[config.mk]
export PLATFORM = sky130hd
export DESIGN_NAME = axis_pkt_fifo
export DESIGN_NICKNAME = d
export VERILOG_FILES = /design/src/rtl/axis_pkt_fifo.sv
export SDC_FILE = /design/constraint.sdc
export NUM_CORES = 2
export LEC_CHECK = 0
export CAP_MARGIN = 0
export CORE_UTILIZATION = 35
export DETAILED_ROUTE_END_ITERATION = 8
export PLACE_DENSITY_LB_ADDON = 0.08
export SLEW_MARGIN = 30
export SYNTH_ARGS = -nofsm -noshare
export SYNTH_HDL_FRONTEND = slang
export SYNTH_SLANG_ARGS = --single-unit
[constraint.sdc]
create_clock -name clk -period 4.64 [get_ports clk]
set_clock_uncertainty 0.15 [all_clocks]
set_input_delay 0.928 -clock clk [delete_from_list [all_inputs] [get_ports clk]]
set_output_delay 0.928 -clock clk [all_outputs]
set_load 0.05 [all_outputs]
[src/rtl/axis_pkt_fifo.sv]
// AXI-Stream packet FIFO with frame commit/rollback (FRAME_MODE=1) or cut-through
// (FRAME_MODE=0), a first-word-fall-through output register and occupancy status.
module axis_pkt_fifo #(
  parameter int DATA_WIDTH          = 8,
  parameter int FIFO_DEPTH          = 256,
  parameter int FRAME_MODE          = 1,
  parameter int ALMOST_FULL_MARGIN  = 16,
  parameter int ALMOST_EMPTY_MARGIN = 16,
  localparam int ADDR_WIDTH         = $clog2(FIFO_DEPTH)
) (
  input  logic                  clk,
  input  logic                  reset_n,
  input  logic [DATA_WIDTH-1:0] s_axis_tdata,
  input  logic                  s_axis_tvalid,
  output logic                  s_axis_tready,
  input  logic                  s_axis_tlast,
  input  logic                  s_axis_tuser,
  output logic [DATA_WIDTH-1:0] m_axis_tdata,
  output logic                  m_axis_tvalid,
  input  logic                  m_axis_tready,
  output logic                  m_axis_tlast,
  output logic [ADDR_WIDTH:0]   fill_count,
  output logic                  almost_full,
  output logic                  almost_empty,
  output logic                  frame_drop
);
  localparam int PW = ADDR_WIDTH + 1;
  localparam logic [ADDR_WIDTH:0] DEPTH_W = PW'(FIFO_DEPTH);
  localparam logic [ADDR_WIDTH:0] PTR_ONE = PW'(1);
  localparam bit FRAME = (FRAME_MODE != 0);

  // Handshakes: a beat transfers on a rising clk edge when tvalid && tready are both
  // high; tvalid never depends on tready, and data/last are held while tvalid && !tready.

  typedef enum logic [1:0] {IDLE, WRITE, DROP} state_t;
  state_t state;

  logic [DATA_WIDTH:0] mem [FIFO_DEPTH];
  logic [ADDR_WIDTH:0] wr_ptr, wr_commit, rd_ptr, rd_fetch, frame_cnt;
  logic [ADDR_WIDTH:0] free_cnt, committed_cnt;
  logic                ready_en, full, wr_accept, wr_en, commit;
  logic                s1_valid, out_valid;
  logic [DATA_WIDTH:0] s1_data, out_data;
  logic                pop, pop_last, s2_load, fetch;

  assign fill_count    = wr_ptr - rd_ptr;
  assign full          = (fill_count == DEPTH_W);
  assign s_axis_tready = ready_en && (FRAME || !full);
  assign wr_accept     = s_axis_tvalid && s_axis_tready;
  assign wr_en         = wr_accept && !full && !(FRAME && state == DROP);
  assign commit        = FRAME && wr_en && s_axis_tlast && !s_axis_tuser;

  assign m_axis_tvalid = out_valid;
  assign m_axis_tdata  = out_data[DATA_WIDTH-1:0];
  assign m_axis_tlast  = out_data[DATA_WIDTH];
  assign pop           = out_valid && m_axis_tready;
  assign pop_last      = FRAME && pop && out_data[DATA_WIDTH];
  assign s2_load       = s1_valid && (!out_valid || pop);
  // Only committed entries are fetched, so frame mode never exposes a partial frame.
  assign fetch         = (rd_fetch != wr_commit) && (!s1_valid || s2_load) &&
                         (!FRAME || frame_cnt != '0);

  assign free_cnt      = DEPTH_W - fill_count;
  assign committed_cnt = wr_commit - rd_ptr;
  assign almost_full   = int'(free_cnt) <= ALMOST_FULL_MARGIN;
  assign almost_empty  = int'(committed_cnt) <= ALMOST_EMPTY_MARGIN;

  always_ff @(posedge clk) begin
    if (wr_en) mem[wr_ptr[ADDR_WIDTH-1:0]] <= {s_axis_tlast, s_axis_tdata};
  end

  // Write side: speculative wr_ptr, wr_commit moves only on a good tlast.
  always_ff @(posedge clk or negedge reset_n) begin
    if (!reset_n) begin
      state      <= IDLE;
      wr_ptr     <= '0;
      wr_commit  <= '0;
      ready_en   <= 1'b0;
      frame_drop <= 1'b0;
    end else begin
      ready_en   <= 1'b1;
      frame_drop <= 1'b0;
      if (!FRAME) begin
        if (wr_accept) begin
          wr_ptr    <= wr_ptr + PTR_ONE;
          wr_commit <= wr_ptr + PTR_ONE;
        end
      end else if (wr_accept) begin
        case (state)
          DROP: begin
            if (s_axis_tlast) begin
              frame_drop <= 1'b1;
              state      <= IDLE;
            end
          end
          default: begin
            if (full) begin
              // Overflow: discard the frame so far and swallow the rest of it.
              wr_ptr     <= wr_commit;
              frame_drop <= s_axis_tlast;
              state      <= s_axis_tlast ? IDLE : DROP;
            end else if (s_axis_tlast && s_axis_tuser) begin
              wr_ptr     <= wr_commit;
              frame_drop <= 1'b1;
              state      <= IDLE;
            end else if (s_axis_tlast) begin
              wr_ptr    <= wr_ptr + PTR_ONE;
              wr_commit <= wr_ptr + PTR_ONE;
              state     <= IDLE;
            end else begin
              wr_ptr <= wr_ptr + PTR_ONE;
              state  <= WRITE;
            end
          end
        endcase
      end
    end
  end

  // Read side: RAM read stage (s1) feeding the FWFT output register.
  always_ff @(posedge clk or negedge reset_n) begin
    if (!reset_n) begin
      rd_ptr    <= '0;
      rd_fetch  <= '0;
      s1_valid  <= 1'b0;
      s1_data   <= '0;
      out_valid <= 1'b0;
      out_data  <= '0;
      frame_cnt <= '0;
    end else begin
      if (fetch) begin
        s1_data  <= mem[rd_fetch[ADDR_WIDTH-1:0]];
        rd_fetch <= rd_fetch + PTR_ONE;
      end
      if (fetch) s1_valid <= 1'b1;
      else if (s2_load) s1_valid <= 1'b0;
      if (s2_load) begin
        out_data  <= s1_data;
        out_valid <= 1'b1;
      end else if (pop) begin
        out_valid <= 1'b0;
      end
      if (pop) rd_ptr <= rd_ptr + PTR_ONE;
      if (commit && !pop_last) frame_cnt <= frame_cnt + PTR_ONE;
      else if (!commit && pop_last) frame_cnt <= frame_cnt - PTR_ONE;
    end
  end
endmodule

==> results.yml <==
drt:
  num_vias: 46970
  post_drt_via_cell_ratio: 5.370
  antenna_left: 0
  routed_wl_um: 282300
  drt_pass1_iterations: 5
  drcViolationCount: 0
  drtIter0Drc: 4583
  routedWlPerCell_um: 32.28
cells_and_area:
  drive_gt1_frac: 0.3094
  area_delta_synth_final_pct: 18.68
  post-route-util: 0.4190
  layout.nets: 5085
  instances_no_fill: 8747
placement:
  dp_cells: 8261
  port_buffers: 36
  place_congestion: 0.8114
  hpwlAfterDp_um: 181900
synth:
  synth_fp_nets: 4503
  synth_commonest_cells: "2304 x edfxtp_1, 576 x mux4_2, 325 x nor2_1, 137 x nand2_1, 121 x mux2i_1"
  ys.flop_type: "edfxtp_1"
  ys_seq_elements: 2373
  yosysTopAreaCellShare: 0.7445
  yosysWarnings: 0
  yosys.area.top_type: "edfxtp_1"
  yosysSeqAreaShare: 0.7631
  yosysMostFrequentCell: "edfxtp_1"
  syn_inst: 4456
  async_flop_share: 0.02908
  postSynthAreaPerCell_um2: 20.86
  synth_area_um2: 92930
  synth_cell_type_count: 70
  synthTopCellsByArea: "edfxtp_1 74%, mux4_2 14%, dfrtp_1 1.9%"
  synth-edff-count: 2304
status:
  violations: "setup timing"
  status: "finished, violations left"
timing:
  hold_ws_ps: 218.3
  finalSetupViolCount: 1
  max_slew_margin: 0.2387
  rsz0062_at_grt: "true"
  fmax_ghz: 0.2106
  slew_violations: 0
  setup_ws_ps: -108.1
  tightest_slew_ps: 1142
  fin_crit_ps: 4748
  fin_tns_setup_ps: -108.1
  finalHoldViolations: 0
  min_period_over_period: 1.023
global_route:
  first_global_vias: 48210
  grt_max_degree: 118
  antenna_found_initial: 21
  grt_pass1_wl_um: 393400
  grt_util_all_layers: 0.2122
  grt-ovfl-total: 0
flow_run:
  maxCapViolations: 0
min_path:
  hold_path_depth: 1
  holdCritPathClass: "primary input to flop"
  whs_endpoint: "mem[182][6]"
  min_from: "s_axis_tdata[6]"
clock_network:
  cts_max_level: 5
  numCtsBuffers: 283
  cts.path.max_buffers: 4
  clk_pin_slew_ps: 60
  cts_tree: "built"
  cts_root_buf: "clkbuf_16"
  cts.sinks: 2373
  clock_latency_ps: 930
floorplan:
  dieArea_um2: 267600
  core_area_um2: 263200
  num_io_pins: 37
  dieWidth_um: 517.3
  die_y_um: 517.3
  rows: 188
  initial_core_util: 0.3531
critical_path:
  rrSetupSlack_ps: 190
  rr_endpoint: "mem[118][8]"
  cp_max_fo: 2
  rr_startpoint: "wr_ptr[0]"
  reg2regPathDepth: 21
  critPathLaunchType: "flop"
  cp.required_ps: 3560
  worstPathArrival_ps: 3670
  worst-setup-path-type: "flop to output pin"
  critPathCaptureType: "output pin"
power:
  p_leak_nw: 35.33
  p_per_area_nw_per_um2: 610.3
  fin_total_pwr_mw: 67.31
  ir_worst_vdd_mv: 0.7450
[area by class of cell]
class	count	area (um^2)
Sequential cell	2373	70930
Multi-Input combinational cell	1797	20990
Tap cell	3515	4398
Clock buffer	346	7551
Fill cell	23050	152900
Antenna cell	5	12.51
Timing Repair Buffer	552	4985
Clock inverter	128	1297
Inverter	31	133.9
[worst max-delay path: stages (launching register included)]
cell	delay, ps
dfrtp_1	380
inv_2	80
ha_4	130
inv_2	30
fa_2	360
nand2_1	80
nand2_1	70
a21oi_2	210
o21bai_1	100
a21oi_2	150
buf_4	130
xnor2_2	80
nor4b_4	310
ha_4	250
o21ba_4	230
buf_12	130
[how the worst max path moves through the flow]
stage                   start            to  slack [ps]  cells after the start
CTS                 wr_ptr[0]   almost_full        -280                     15
global placement    wr_ptr[0]   mem[105][5]         -50                     19
floorplan           wr_ptr[0]  frame_cnt[8]           2                     28
detailed placement  wr_ptr[0]    mem[42][5]          -4                     19
global route        wr_ptr[0]   almost_full        -300                     15
finish              wr_ptr[0]   almost_full        -110                     15
[kinds of logic (layout without fill, tap and decap cells)]
| kind of cell | Yosys count | after routing | synth area share |
|---|---|---|---|
| flip-flops | 2373 | 2373 | 0.7631 |
| adder cells (fa/ha/maj) | 33 | 33 | 0.004605 |
| multiplexers | 712 | 712 | 0.1549 |
| AND/OR/NAND/NOR | 627 | 627 | 0.02883 |
| XOR/XNOR | 49 | 49 | 0.004618 |
| AO/OA/AOI/OAI | 375 | 375 | 0.02780 |
| other | 1 | 6 | 0.00004035 |
| buffers and inverters | 286 | 1057 | 0.01613 |
[state kept, by name, summed over array words and instances (netlist names), 9 cells and up]
signal,cells
frame_cnt,9
mem,2304
out_data,9
rd_fetch,9
rd_ptr,9
s1_data,9
wr_commit,9
wr_ptr,9
[report_power, final]
group / internal, mW / switching (mW) / total (mW) / leakage, nW
sequential: 23.9 / 0.564 / 24.4 / 21.5
clock: 13.0 / 8.58 / 21.6 / 4.33
combinational: 8.43 / 12.9 / 21.3 / 9.47
[routing by layer]
| metal | global-route usage | routed length (um) | vias to the layer above | share of wire |
|---|---|---|---|---|
| met1 | 0.3064 | 127100 | 25570 | 0.45 |
| met5 | 0 | 0 | - | 0 |
| met4 | 0.04686 | 5168 | 0 | 0.018 |
| met3 | 0.03101 | 15090 | 325 | 0.053 |
| met2 | 0.3400 | 134900 | 1401 | 0.48 |
| li1 | - | - | 19680 | - |
[per-stage QoR]
stage / cell area [um^2] / setup slack [ps]
after global routing: 110300 / -299.4
after detailed placement: 101200 / -4.254
final: 110300 / -108.1
after floorplan: 93120 / 2.017
after global placement: 101200 / -52.41
after CTS: 110100 / -283.4
[timing repair]
item	CTS	global route
hold buffers	1	0
pin swaps	0	19
buffers inserted	0	5
resized for setup	22	46
endpoints found under the hold margin	44	0
setup endpoints to repair	88	376
[cell usage in the layout, fill, tap and decap left out, drive strengths merged, types with 31 or more instances in the layout]
cell type	count
a211oi	32
a21oi	53
a22oi	75
buf	528
clkbuf	346
clkinv	91
dfrtp	69
edfxtp	2304
ha	31
inv	35
mux2i	121
mux4	579
nand2	137
nand3	60
nor2	325
o21ai	69
o22ai	34
xnor2	35
Power figures use the tool's default switching activity.
